==> src/rtl/pipe_stage_skid_if.sv <==
// pipe_stage_skid_if: handshake, payload and status bundle for one pipeline stage boundary
interface pipe_stage_skid_if #(
    parameter int WIDTH = 64,
    parameter int CNT_W = 16
);
    logic             flush;
    logic             in_valid;
    logic             in_ready;
    logic [WIDTH-1:0] in_data;
    logic             out_valid;
    logic             out_ready;
    logic [WIDTH-1:0] out_data;
    logic [1:0]       occ;
    logic [CNT_W-1:0] stall_cnt;
    modport master (
        output flush, in_valid, in_data, out_ready,
        input  in_ready, out_valid, out_data, occ, stall_cnt
    );
    modport slave (
        input  flush, in_valid, in_data, out_ready,
        output in_ready, out_valid, out_data, occ, stall_cnt
    );
endinterface

==> src/rtl/pipe_stage_skid.sv <==
// pipe_stage_skid: valid/ready pipeline register with optional skid entry, flush and stall counter
module pipe_stage_skid #(
    parameter int WIDTH = 64,
    parameter int SKID  = 1,
    parameter int CNT_W = 16
) (
    input logic              clk,
    input logic              R,
    pipe_stage_skid_if.slave s
);
    typedef enum logic [1:0] {EMPTY = 2'd0, ONE = 2'd1, TWO = 2'd2} state_t;
    state_t           r_state, w_next;
    logic [WIDTH-1:0] r_main, r_skid, w_main_n, w_skid_n;
    logic [CNT_W-1:0] r_cnt;
    logic             w_in_ready, w_out_valid, w_in_fire, w_out_fire;

    assign w_out_valid = r_state != EMPTY;
    assign w_in_fire   = s.in_valid & w_in_ready;
    assign w_out_fire  = w_out_valid & s.out_ready;

    generate
        if (SKID != 0) begin : g_skid
            logic r_in_ready;
            // ready is registered from the next state so out_ready never reaches in_ready
            always_ff @(posedge clk or posedge R) begin
                if (R) r_in_ready <= 1'b1;
                else   r_in_ready <= w_next != TWO;
            end
            assign w_in_ready = r_in_ready;
        end else begin : g_noskid
            assign w_in_ready = !w_out_valid | s.out_ready;
        end
    endgenerate

    // next-state and register contents; flush wins over both handshakes and leaves a bubble
    always_comb begin
        w_next   = r_state;
        w_main_n = r_main;
        w_skid_n = r_skid;
        if (s.flush) begin
            w_next   = EMPTY;
            w_main_n = '0;
            w_skid_n = '0;
        end else begin
            case (r_state)
                EMPTY: if (w_in_fire) begin
                    w_main_n = s.in_data;
                    w_next   = ONE;
                end
                ONE: if (w_in_fire && w_out_fire) begin
                    w_main_n = s.in_data;
                end else if (w_in_fire) begin
                    w_skid_n = s.in_data;
                    w_next   = TWO;
                end else if (w_out_fire) begin
                    w_main_n = '0;
                    w_next   = EMPTY;
                end
                TWO: if (w_out_fire) begin
                    w_main_n = r_skid;
                    w_skid_n = '0;
                    w_next   = ONE;
                end
                default: w_next = EMPTY;
            endcase
        end
    end

    // state and payload registers; reset discards both entries
    always_ff @(posedge clk or posedge R) begin
        if (R) begin
            r_state <= EMPTY;
            r_main  <= '0;
            r_skid  <= '0;
        end else begin
            r_state <= w_next;
            r_main  <= w_main_n;
            r_skid  <= w_skid_n;
        end
    end

    // saturating count of cycles the consumer holds off a valid payload, flush cycles included
    always_ff @(posedge clk or posedge R) begin
        if (R)                                        r_cnt <= '0;
        else if (w_out_valid && !s.out_ready && ~&r_cnt) r_cnt <= r_cnt + 1'b1;
    end

    assign s.in_ready  = w_in_ready;
    assign s.out_valid = w_out_valid;
    assign s.out_data  = r_main;
    assign s.occ       = r_state;
    assign s.stall_cnt = r_cnt;
endmodule
==> src/flat_wrapper.sv <==
// flat-port wrapper written by rule: the top's interface ports become plain ports
module pipe_stage_skid_flat 
#(
    parameter int WIDTH = 64,
    parameter int SKID  = 1,
    parameter int CNT_W = 16
)
  (clk, R, s_flush, s_in_valid, s_in_data, s_out_ready, s_in_ready, s_out_valid, s_out_data, s_occ, s_stall_cnt);
  pipe_stage_skid_if #(.WIDTH(WIDTH), .CNT_W(CNT_W)) s_i ();
  input logic clk;
  input logic R;
  input wire logic [$bits(s_i.flush)-1:0] s_flush;
  input wire logic [$bits(s_i.in_valid)-1:0] s_in_valid;
  input wire logic [$bits(s_i.in_data)-1:0] s_in_data;
  input wire logic [$bits(s_i.out_ready)-1:0] s_out_ready;
  output wire logic [$bits(s_i.in_ready)-1:0] s_in_ready;
  output wire logic [$bits(s_i.out_valid)-1:0] s_out_valid;
  output wire logic [$bits(s_i.out_data)-1:0] s_out_data;
  output wire logic [$bits(s_i.occ)-1:0] s_occ;
  output wire logic [$bits(s_i.stall_cnt)-1:0] s_stall_cnt;
  assign s_i.flush = s_flush;
  assign s_i.in_valid = s_in_valid;
  assign s_i.in_data = s_in_data;
  assign s_i.out_ready = s_out_ready;
  assign s_in_ready = s_i.in_ready;
  assign s_out_valid = s_i.out_valid;
  assign s_out_data = s_i.out_data;
  assign s_occ = s_i.occ;
  assign s_stall_cnt = s_i.stall_cnt;
  pipe_stage_skid #(.WIDTH(WIDTH), .SKID(SKID), .CNT_W(CNT_W)) u_core (.clk(clk), .R(R), .s(s_i));
endmodule
==> config.mk <==
export PLATFORM = sky130hd
export DESIGN_NAME = pipe_stage_skid_flat
export DESIGN_NICKNAME = d
export VERILOG_FILES = /design/src/rtl/pipe_stage_skid_if.sv /design/src/rtl/pipe_stage_skid.sv /design/src/flat_wrapper.sv
export SDC_FILE = /design/constraint.sdc
export NUM_CORES = 1
export LEC_CHECK = 0
export BUFFER_PORTS_ARGS = -buffer_cell sky130_fd_sc_hd__buf_2
export CAP_MARGIN = 25
export CORE_MARGIN = 1.5
export CORE_UTILIZATION = 45
export DETAILED_ROUTE_END_ITERATION = 7
export PLACE_DENSITY = 0.71
export SETUP_SLACK_MARGIN = 0.3
export SYNTH_ARGS = -nofsm -noshare
export SYNTH_HDL_FRONTEND = slang
export SYNTH_SLANG_ARGS = --single-unit
==> constraint.sdc <==
create_clock -name clk -period 7.1 [get_ports clk]
set_input_delay 1.42 -clock clk [delete_from_list [all_inputs] [get_ports clk]]
set_output_delay 1.42 -clock clk [all_outputs]
set_load 0.05 [all_outputs]
* Word level (Yosys, flattened, before mapping)
Cells that the tools add are included.
Widths: inputs -> output; s select.
** Storage, ports and cells
- Bits in registers :: 147
- Output and inout bits :: 84
- Logic and storage cells :: 46
** Operators by class
- Add/subtract/negate cells :: 1
- Equal/unequal tests :: 9
- Multiplexer cells :: 17
- Bitwise gates (word level) :: 2
- Reductions and logical operators :: 12
** Operators with widths (number)
- $mux 64 :: 8
- $pmux 64 s3 :: 1
- $pmux 64 s2 :: 1
- $add 16x1->16 const B :: 1
- $reduce_and 16->1 :: 1
- $mux 2 :: 6
- $ne 3x2->1 const B :: 3
- $pmux 2 s3 :: 1
- $reduce_and 5->1 :: 1
- $ne 4x2->1 const B :: 1
- $ne 4x4->1 const B :: 1
- $reduce_and 4->1 :: 1
- $reduce_bool 4->1 :: 1
- $logic_and 1x1->1 :: 3
- $ne 3x3->1 const B :: 1
- $reduce_bool 3->1 :: 1
- $and 1x1->1 :: 2
- $eq 2x1->1 const B :: 1
- $eq 2x2->1 const B :: 1
- $logic_not 1->1 :: 2
- $logic_not 2->1 :: 1
- $ne 2x2->1 const B :: 1
- $reduce_bool 2->1 :: 1

* Logic depth before layout (Yosys ltp)
Gate-level depths: netlist of run 1.
- Depth in word-level cells :: 8
- Mapped depth :: 9
- Depth with buffers taken out :: 6

* Least setup slack after synthesis of run 1
OpenSTA, ideal clock, no wires.
- Path type :: register -> output
- Start point :: register u_core.r_state[0], in the netlist u_core.s.occ[0]
- End point :: output port s_out_valid
- Arrival time :: 1.521 ns
- Setup slack :: 4.159 ns
- Cell stages (with the launch flop) :: 4
- Cells stage by stage :: dfrtp_1 inv_1 ha_1 inv_1
** Between the ends
- Word-level cells in the longest chain between the ends :: 1
** RTL lines
- start: declaration :: line pipe_stage_skid.sv:12 : state_t r_state, w_next;
- start signal: assignment :: line pipe_stage_skid.sv:76 : r_state <= w_next;
- $reduce_bool 2->1 :: line pipe_stage_skid.sv:17 : assign w_out_valid = r_state != EMPTY;
- end: declaration :: line flat_wrapper.sv:17 : output wire logic [$bits(s_i.out_valid)-1:0] s_out_valid;
Every way passes these cells.

* Worst setup path in the final report of run 1
Same ends and word-level chain as after synthesis.

==> flow_summary.json, run 1 <==
{
  "status": "finished, final reports clean",
  "switchingPower_mw": 1.01,
  "num_io_pins": 153,
  "whs_path_depth": 2,
  "seqCellArea_um2": 3680,
  "powerDensity_nw_per_um2": 313,
  "fin_worst_skew_ps": 9.66,
  "regToRegEndpoint": "u_core.s.out_data[62]$_DFFE_PP0P_",
  "synth_warnings": 0,
  "grt_pass1_vias": 5339,
  "drive_above_1_share_pct": 39.8,
  "p_int_mw": 1.72,
  "initial_core_util_pct": 45.9,
  "dieHeight_um": 130,
  "cts_root_buf": "clkbuf_16",
  "cts_setup_buffers": 0,
  "tightestPinTransition_ps": 743,
  "drv_cap": 0,
  "grt_setup_unrepaired": "no",
  "p_total_mw": 2.73,
  "die-area_um2": 16900,
  "power.leakage_nw": 4.15,
  "clk_latency_ps": 420,
  "critical_path_required_ps": 5680,
  "cts_hold_buffers": 0,
  "ir_worst_vdd_v": 0.000314,
  "worstHoldStart": "u_core.r_skid[62]$_DFFE_PP0P_",
  "synthCells": 675,
  "cts-resized-gates": 0,
  "ys_types": 43,
  "switching_share_pct": 36.9,
  "die_w_um": 130,
  "top_usage_layer": "met2",
  "final_common_cell": "buf_2",
  "startpoint_type": "register",
  "drt_wl_total_um": 16600,
  "dr.pass1.iters": 5,
  "vias": 5501,
  "use_met2_pct": 32.0,
  "drc": 0,
  "rrSetupSlack_ps": 4250,
  "end_kind": "output port",
  "htreeDepth": 4,
  "multi_input_area_um2": 3280,
  "fin_crit_sh_pct": 44.0,
  "vias_per_cell": 5.35,
  "n_fill_cell": 1396,
  "core_area_um2": 15800,
  "nets": 877,
  "synth-edff-count": 0,
  "cts_sinks": 147,
  "final_cell_mix": "buf_2 (151), dfrtp_1 (146), nand2_1 (132), nor2_1 (72)",
  "share_comb_of_total_power_pct": 30.3,
  "synth-seq-cells": 147,
  "grtUsageMet3_pct": 4.63,
  "place.port_buffers": 152,
  "async_flop_share_pct": 100,
  "arrival_ps": 1710,
  "finalSetupViolCount": 0,
  "r2r-start": "u_core.s.occ[0]$_DFF_PP0_",
  "grt_start_max_net_pins": 79,
  "diodes": 0,
  "grt_pass1_wl_um": 27200,
  "antenna_found_initial": 1,
  "cts_max_path_buffers": 2,
  "drv_slew": 0,
  "min_path_type": "register to register",
  "ant_nets": 0,
  "path_max_fanout": 8,
  "synth_flop_cell": "dfrtp_1",
  "place_congestion": 0.816,
  "syn_area_per_cell_um2": 10.8,
  "r2r_cells": 8,
  "max_freq_mhz": 320,
  "gr-total-overflow": 0,
  "fin_setup_tns_ps": 0,
  "wl_per_cell_um": 16.2,
  "cts_tree": "built",
  "path_class": "register to output port",
  "power_frac_seq_pct": 37.9,
  "rows": 46,
  "relSlewSlack_pct": 50.5,
  "min_to": "u_core.r_skid[62]$_DFFE_PP0P_",
  "synthToLayoutAreaGrowth_pct": 20.1,
  "numCtsBuffers": 17,
  "dp_hpwl_um": 10100,
  "finalHoldViolCount": 0,
  "period_minus_slack_ps": 3130,
  "detailed_place.area_um2": 8100,
  "clk_pin_slew_ps": 60,
  "syn-num-nets": 749,
  "clockPowerShare_pct": 31.7,
  "drt_iter0_drc": 283,
  "grt_usage_pct": 20.6,
  "grt_util_met1_pct": 28.4,
  "stdcell_area_um2": 8720,
  "syn_area_um2": 7260,
  "yosysSeqAreaShare_pct": 50.7
}
-- power groups by stage --
stage               clock network, mW  logic, mW  registers [mW]
global placement                    0      0.815            1.05
detailed placement                  0      0.830            1.05
finish                          0.867      0.828            1.03
CTS                             0.892      0.831            1.04
floorplan                           0      0.392            1.30
global route                    0.931      0.896            1.05
-- flip-flops by register name (all words and copies together), names as in the netlist --
| signal | flops |
|---|---|
| u_core.s.stall_cnt | 16 |
| u_core.s.occ | 2 |
| u_core.s.in_ready | 1 |
| u_core.s.out_data | 64 |
| u_core.r_skid | 64 |
-- worst max path at each step --
| stage | startpoint | end | slack [ps] | cells past startpoint |
|---|---|---|---|---|
| final | u_core.s.occ[0]$_DFF_PP0_ | s_out_valid | 3970 | 4 |
| after global routing | u_core.s.occ[0]$_DFF_PP0_ | s_out_valid | 3840 | 4 |
| after CTS | u_core.s.occ[0]$_DFF_PP0_ | s_out_valid | 3960 | 4 |
| after detailed placement | s_out_ready | u_core.s.out_data[0]$_DFFE_PP0P_ | 3590 | 7 |
| after global placement | s_out_ready | u_core.s.out_data[0]$_DFFE_PP0P_ | 3620 | 7 |
| after floorplan | R | u_core.r_skid[0]$_DFFE_PP0P_ | 1730 | 1 |
-- worst max-delay path, stage by stage, from the launching register on --
cell and delay [ps]:
dfrtp_1 420, inv_1 150, ha_1 380, inv_1 110, buf_2 230
-- cell usage after synthesis (5+ instances only) --
cell,number,area (um2)
clkbuf_2,5,25.0
nor3_1,9,45.0
dfrtp_1,146,3650
buf_6,10,113
nand3_1,5,25.0
xor2_1,12,105
ha_1,5,62.6
buf_4,7,52.6
nor3_2,60,601
a221oi_2,60,901
o21ai_1,20,100
a21oi_1,5,25.0
nor2_1,73,274
buf_2,13,65.1
a221oi_1,5,43.8
inv_1,5,18.8
o21ai_0,46,230
nand4_1,5,31.3
clkbuf_1,18,67.6
nand2_1,132,495
-- cell families after synthesis --
group	after synthesis	share of synthesized area (%)
compound gates	141	18.6
xor+xnor	12	1.45
fa+ha+maj	6	0.999
buf+inv	59	4.76
flops	147	50.7
mux	4	0.638
simple gates	306	22.9
-- area by class of cell --
type,instances,area share [%]
Timing Repair Buffer,163,10.4
Clock inverter,5,0.889
Inverter,5,0.273
Clock buffer,23,5.59
Sequential cell,147,42.2
Tap cell,216,3.10
Multi-Input combinational cell,469,37.6
-- routing by layer --
metal	share of wire (%)	up-vias
met5	0.060	-
met4	1.7	2
met3	5.1	22
met2	47	166
met1	46	2661
li1	-	2650
-- stage by stage --
stage / setup WS (ps) / util, % / hold WS (ps) / std cells
final: 3970 / 55.1 / 480 / 1028
after detailed placement: 3590 / 51.2 / 478 / 998
after CTS: 3960 / 54.8 / 491 / 1026
after floorplan: 1730 / - / 451 / 675
after global routing: 3840 / 55.1 / 513 / 1028
after global placement: 3620 / 51.0 / 463 / 997
Power figures use the tool's default switching activity.
==> run 2: changes to the inputs <==
PLACE_DENSITY = 0.73   (was 0.71)
clock period = 2.61 ns   (was 7.1 ns; I/O delays follow)
==> flow_summary.json, run 2 (synthesized netlist as in run 1, its figures left out) <==
{
  "grt_start_max_net_pins": 85,
  "tightestPinTransition_ps": 528,
  "place_ws_ps": 324,
  "drv_cap": 0,
  "dp_hpwl_um": 10900,
  "cts_max_path_buffers": 2,
  "slowest_stage": "dfrtp_1",
  "final_common_cell": "buf_2",
  "crit_buf_inv": 2,
  "grt_usage_pct": 21.0,
  "p_int_mw": 4.79,
  "ant_nets": 0,
  "initial_core_util_pct": 45.9,
  "critical_path.top_delay_family": "flip-flops",
  "antenna_found_initial": 2,
  "max_freq_mhz": 462,
  "clockPowerShare_pct": 32.5,
  "wl_per_cell_um": 16.6,
  "power_frac_seq_pct": 37.1,
  "path_max_fanout": 38,
  "critical_path_required_ps": 2890,
  "fin_ws_ps": 444,
  "powerDensity_nw_per_um2": 856,
  "switching_share_pct": 36.9,
  "share_comb_of_total_power_pct": 30.4,
  "cts-resized-gates": 0,
  "num_io_pins": 153,
  "vias": 5519,
  "ir_worst_vdd_v": 0.000732,
  "htreeDepth": 4,
  "fin_setup_tns_ps": 0,
  "finalHoldViolCount": 0,
  "dieHeight_um": 130,
  "gr-total-overflow": 0,
  "power.leakage_nw": 4.21,
  "grt_pass1_wl_um": 27600,
  "status": "finished, final reports clean",
  "vias_per_cell": 5.32,
  "nets": 883,
  "die-area_um2": 16900,
  "place_congestion": 0.803,
  "cp_cell_sequence": "inv_1 -> ha_1 -> nor2_4 -> mux2_4 -> buf_12 -> a221oi_1 -> nor3_1",
  "fin_crit_sh_pct": 83.0,
  "arrival_ps": 2440,
  "period_minus_slack_ps": 2170,
  "fin_worst_skew_ps": 6.59,
  "grt_setup_unrepaired": "yes",
  "rows": 46,
  "finalSetupViolCount": 0,
  "grt_pass1_vias": 5283,
  "path_class": "register to register",
  "drv_slew": 0,
  "seqCellArea_um2": 3680,
  "cts_tree": "built",
  "clk_pin_slew_ps": 60,
  "startpoint_type": "register",
  "cts_sinks": 147,
  "dr.pass1.iters": 4,
  "switchingPower_mw": 2.80,
  "numCtsBuffers": 17,
  "min_path_type": "primary input to asynchronous set/reset pin",
  "n_fill_cell": 1368,
  "multi_input_area_um2": 3290,
  "instances_no_fill": 1038,
  "relSlewSlack_pct": 64.8,
  "cts_root_buf": "clkbuf_16",
  "drt_iter0_drc": 413,
  "critical_path.max_stage_delay_ps": 410,
  "drt_wl_total_um": 17300,
  "die_w_um": 130,
  "cts_hold_buffers": 0,
  "cts_setup_buffers": 0,
  "core_area_um2": 15800,
  "place_inst": 1006,
  "drive_above_1_share_pct": 40.7,
  "clk_latency_ps": 410,
  "final_cell_mix": "buf_2 (151), dfrtp_1 (146), nand2_1 (132), nor2_1 (71)",
  "drc": 0,
  "synthToLayoutAreaGrowth_pct": 22.2,
  "end_kind": "register",
  "post-route-util_pct": 56.0,
  "place.port_buffers": 152
}
## run 2: cell type report
cell class | instances | area share [%]
inverter | 5 | 0.254
timing repair buffer | 169 | 11.4
clock buffer | 22 | 5.23
clock inverter | 9 | 1.47
tap | 216 | 3.05
sequential | 147 | 41.5
multi-input combinational | 469 | 37.1
antenna | 1 | 0.0282
## run 2: worst register-to-register path: stages, from the launching register on
cell      delay, ps
dfrtp_1         410
inv_1           110
ha_1            330
nor2_4          200
mux2_4          410
buf_12          220
a221oi_1        270
nor3_1           80
## run 2: stage by stage
stage	total power, mW	instance area, um2	hold WS [ps]
finish	7.59	8870	132
CTS	7.65	8850	131
global placement	5.13	8250	463
floorplan	4.61	7260	451
global route	7.95	8870	151
detailed placement	5.17	8250	474
## run 2: final timing paths
kind	depth (start not counted)	slack [ps]	endpoint	startpoint
worst max-delay path	7	440	u_core.s.out_data[63]$_DFFE_PP0P_	u_core.s.occ[0]$_DFF_PP0_
worst min-delay path	2	130	u_core.s.stall_cnt[13]$_DFFE_PP0P_	R
worst max register to register	7	440	u_core.s.out_data[63]$_DFFE_PP0P_	u_core.s.occ[0]$_DFF_PP0_
worst min register to register	2	490	u_core.r_skid[62]$_DFFE_PP0P_	u_core.r_skid[62]$_DFFE_PP0P_
max in group asynchronous	3	1800	u_core.s.out_data[20]$_DFFE_PP0P_	R
min in group clk	3	350	u_core.r_skid[1]$_DFFE_PP0P_	s_in_data[1]
## run 2: power groups by stage
| stage | clock network, mW | logic (mW) | registers, mW |
|---|---|---|---|
| floorplan | 0 | 1.07 | 3.54 |
| global route | 2.61 | 2.48 | 2.86 |
| detailed placement | 0 | 2.31 | 2.85 |
| finish | 2.47 | 2.31 | 2.81 |
| global placement | 0 | 2.28 | 2.85 |
| CTS | 2.52 | 2.32 | 2.82 |
## run 2: layer usage
metal / up-vias / wire [um] / global-route usage (%)
met5: - / 12 / 0
met4: 2 / 225 / 7.32
met3: 21 / 631 / 4.39
met2: 118 / 8170 / 32.7
met1: 2692 / 8220 / 29.1
li1: 2686 / - / -
==> run 3: changes to the inputs <==
PLACE_DENSITY = 0.71   (was 0.73)
clock period = 2.1 ns   (was 2.61 ns; I/O delays follow)
==> flow_summary.json, run 3 (synthesized netlist as in run 1, its figures left out) <==
{
  "dieHeight_um": 130,
  "clk_pin_slew_ps": 60,
  "finalSetupViolCount": 0,
  "p_int_mw": 6.72,
  "grt_pass1_vias": 5671,
  "grt_start_max_net_pins": 105,
  "end_kind": "register",
  "clk_latency_ps": 420,
  "wl_per_cell_um": 20.8,
  "cts_sinks": 147,
  "synthToLayoutAreaGrowth_pct": 51.3,
  "max_freq_mhz": 493,
  "tightestPinTransition_ps": 615,
  "diodes": 0,
  "grt_pass1_wl_um": 29700,
  "period_minus_slack_ps": 2030,
  "num_io_pins": 153,
  "drive_above_1_share_pct": 58.5,
  "power.leakage_nw": 5.14,
  "htreeDepth": 4,
  "detailed_place.area_um2": 8480,
  "grt_setup_unrepaired": "yes",
  "n_fill_cell": 1117,
  "ir_worst_vdd_v": 0.000897,
  "gr-total-overflow": 0,
  "path_class": "register to register",
  "drv_slew": 0,
  "rows": 46,
  "powerDensity_nw_per_um2": 982,
  "place.port_buffers": 152,
  "dp_hpwl_um": 11200,
  "status": "finished, final reports clean",
  "die_w_um": 130,
  "post-route-util_pct": 69.4,
  "cts_tree": "built",
  "instances_no_fill": 1109,
  "clockPowerShare_pct": 29.8,
  "switchingPower_mw": 4.07,
  "cts_root_buf": "clkbuf_16",
  "drv_cap": 0,
  "dr.pass1.iters": 4,
  "drt_iter0_drc": 377,
  "path_max_fanout": 11,
  "cts_hold_buffers": 0,
  "critical_path.max_stage_delay_ps": 420,
  "stdcell_area_um2": 11000,
  "drt_wl_total_um": 23000,
  "ant_nets": 0,
  "grt_usage_pct": 22.7,
  "relSlewSlack_pct": 59.0,
  "antenna_found_initial": 1,
  "place_inst": 1020,
  "min_path_type": "primary input to asynchronous set/reset pin",
  "fin_crit_sh_pct": 96.6,
  "startpoint_type": "register",
  "final_common_cell": "buf_2",
  "core_area_um2": 15800,
  "critical_path_required_ps": 2440,
  "fin_worst_skew_ps": 7.82,
  "share_comb_of_total_power_pct": 37.0,
  "crit_top_cell": "buf_6",
  "power_frac_seq_pct": 33.2,
  "cp_cell_sequence": "buf_6 -> ha_4 -> nor2_4 -> buf_6 -> mux2i_4 -> buf_4 -> buf_6 -> nor2_1 -> nor3_2",
  "place_congestion": 0.800,
  "nets": 954,
  "die-area_um2": 16900,
  "numCtsBuffers": 17,
  "arrival_ps": 2370,
  "slowest_stage": "dfrtp_1",
  "vias_per_cell": 5.70,
  "switching_share_pct": 37.7,
  "final_cell_mix": "buf_2 (150), dfrtp_1 (145), nand2_1 (76), nor2_1 (70), nor3_2 (63)",
  "initial_core_util_pct": 45.9,
  "cts_max_path_buffers": 2,
  "drc": 0,
  "vias": 6319,
  "finalHoldViolCount": 0
}
run 3: changes by cell type in the layout (fill, tap and decap cells not counted), moves of 22 or more:
cell,change
nand2_4,+25
a221oi_4,+22
o21ai_2,+37
nand2_1,-56
nand2_2,+31
o21ai_0,-44
run 3: cell type report:
type	instances	area, um2	share of cell area, %
clock buffer	23	458	4.17
clock inverter	9	154	1.40
inverter	5	27.5	0.251
multi-input combinational	471	4170	38.0
sequential	147	3680	33.5
tap	216	270	2.46
timing repair buffer	238	2220	20.2
run 3: layer usage:
metal  global-route usage, %  vias to the layer above  wire [um]
li1                        -                     2837          -
met1                    30.7                     3220       9760
met2                    35.8                      238      11800
met3                    5.58                       24       1280
met4                    7.25                        0        216
met5                       0                        -          0
run 3: what timing repair did:
item / in CTS / in global routing
endpoints found under the setup margin: 141 / 142
pin swaps: 27 / 51
resized for setup: 88 / 170
setup buffers: 15 / 12
cloned: 7 / 23
run 3: critical path: cells and delay by family, from the launching register on:
kind | cells | cell delay (ps)
buf+inv | 4 | 670
fa+ha+maj | 1 | 190
mux | 1 | 290
simple gates | 3 | 380
flops | 1 | 420
run 3: stage by stage:
| step | worst slack, ps | TNS, ps | hold slack, ps | power, mW |
|---|---|---|---|---|
| final | 70.9 | 0 | 130 | 10.8 |
| after detailed placement | 23.6 | 0 | 477 | 6.52 |
| after global routing | 17.8 | 0 | 192 | 11.2 |
| after CTS | 173 | 0 | 193 | 10.0 |
| after floorplan | -242 | -44710 | 451 | 5.73 |
| after global placement | 60.6 | 0 | 466 | 6.48 |
run 3: power groups by stage:
stage	clock network (mW)	logic, mW	registers (mW)
6_report	3.22	3.99	3.58
5_1_grt	3.38	4.20	3.62
4_1_cts	3.23	3.28	3.52
3_5_place_dp	0	2.97	3.55
3_3_place_gp	0	2.94	3.54
2_1_floorplan	0	1.33	4.40
run 3: worst paths after layout:
check,startpoint,to,slack [ps],cells past startpoint
min reg2reg,u_core.s.stall_cnt[15]$_DFFE_PP0P_,u_core.s.stall_cnt[15]$_DFFE_PP0P_,500,1
min in group clk,s_in_data[4],u_core.r_skid[4]$_DFFE_PP0P_,240,3
max reg2reg,u_core.s.occ[0]$_DFF_PP0_,u_core.s.out_data[36]$_DFFE_PP0P_,70,9
min,R,u_core.s.out_data[58]$_DFFE_PP0P_,130,3
max in group asynchronous,R,u_core.r_skid[38]$_DFFE_PP0P_,1460,3
max,u_core.s.occ[0]$_DFF_PP0_,u_core.s.out_data[36]$_DFFE_PP0P_,70,9
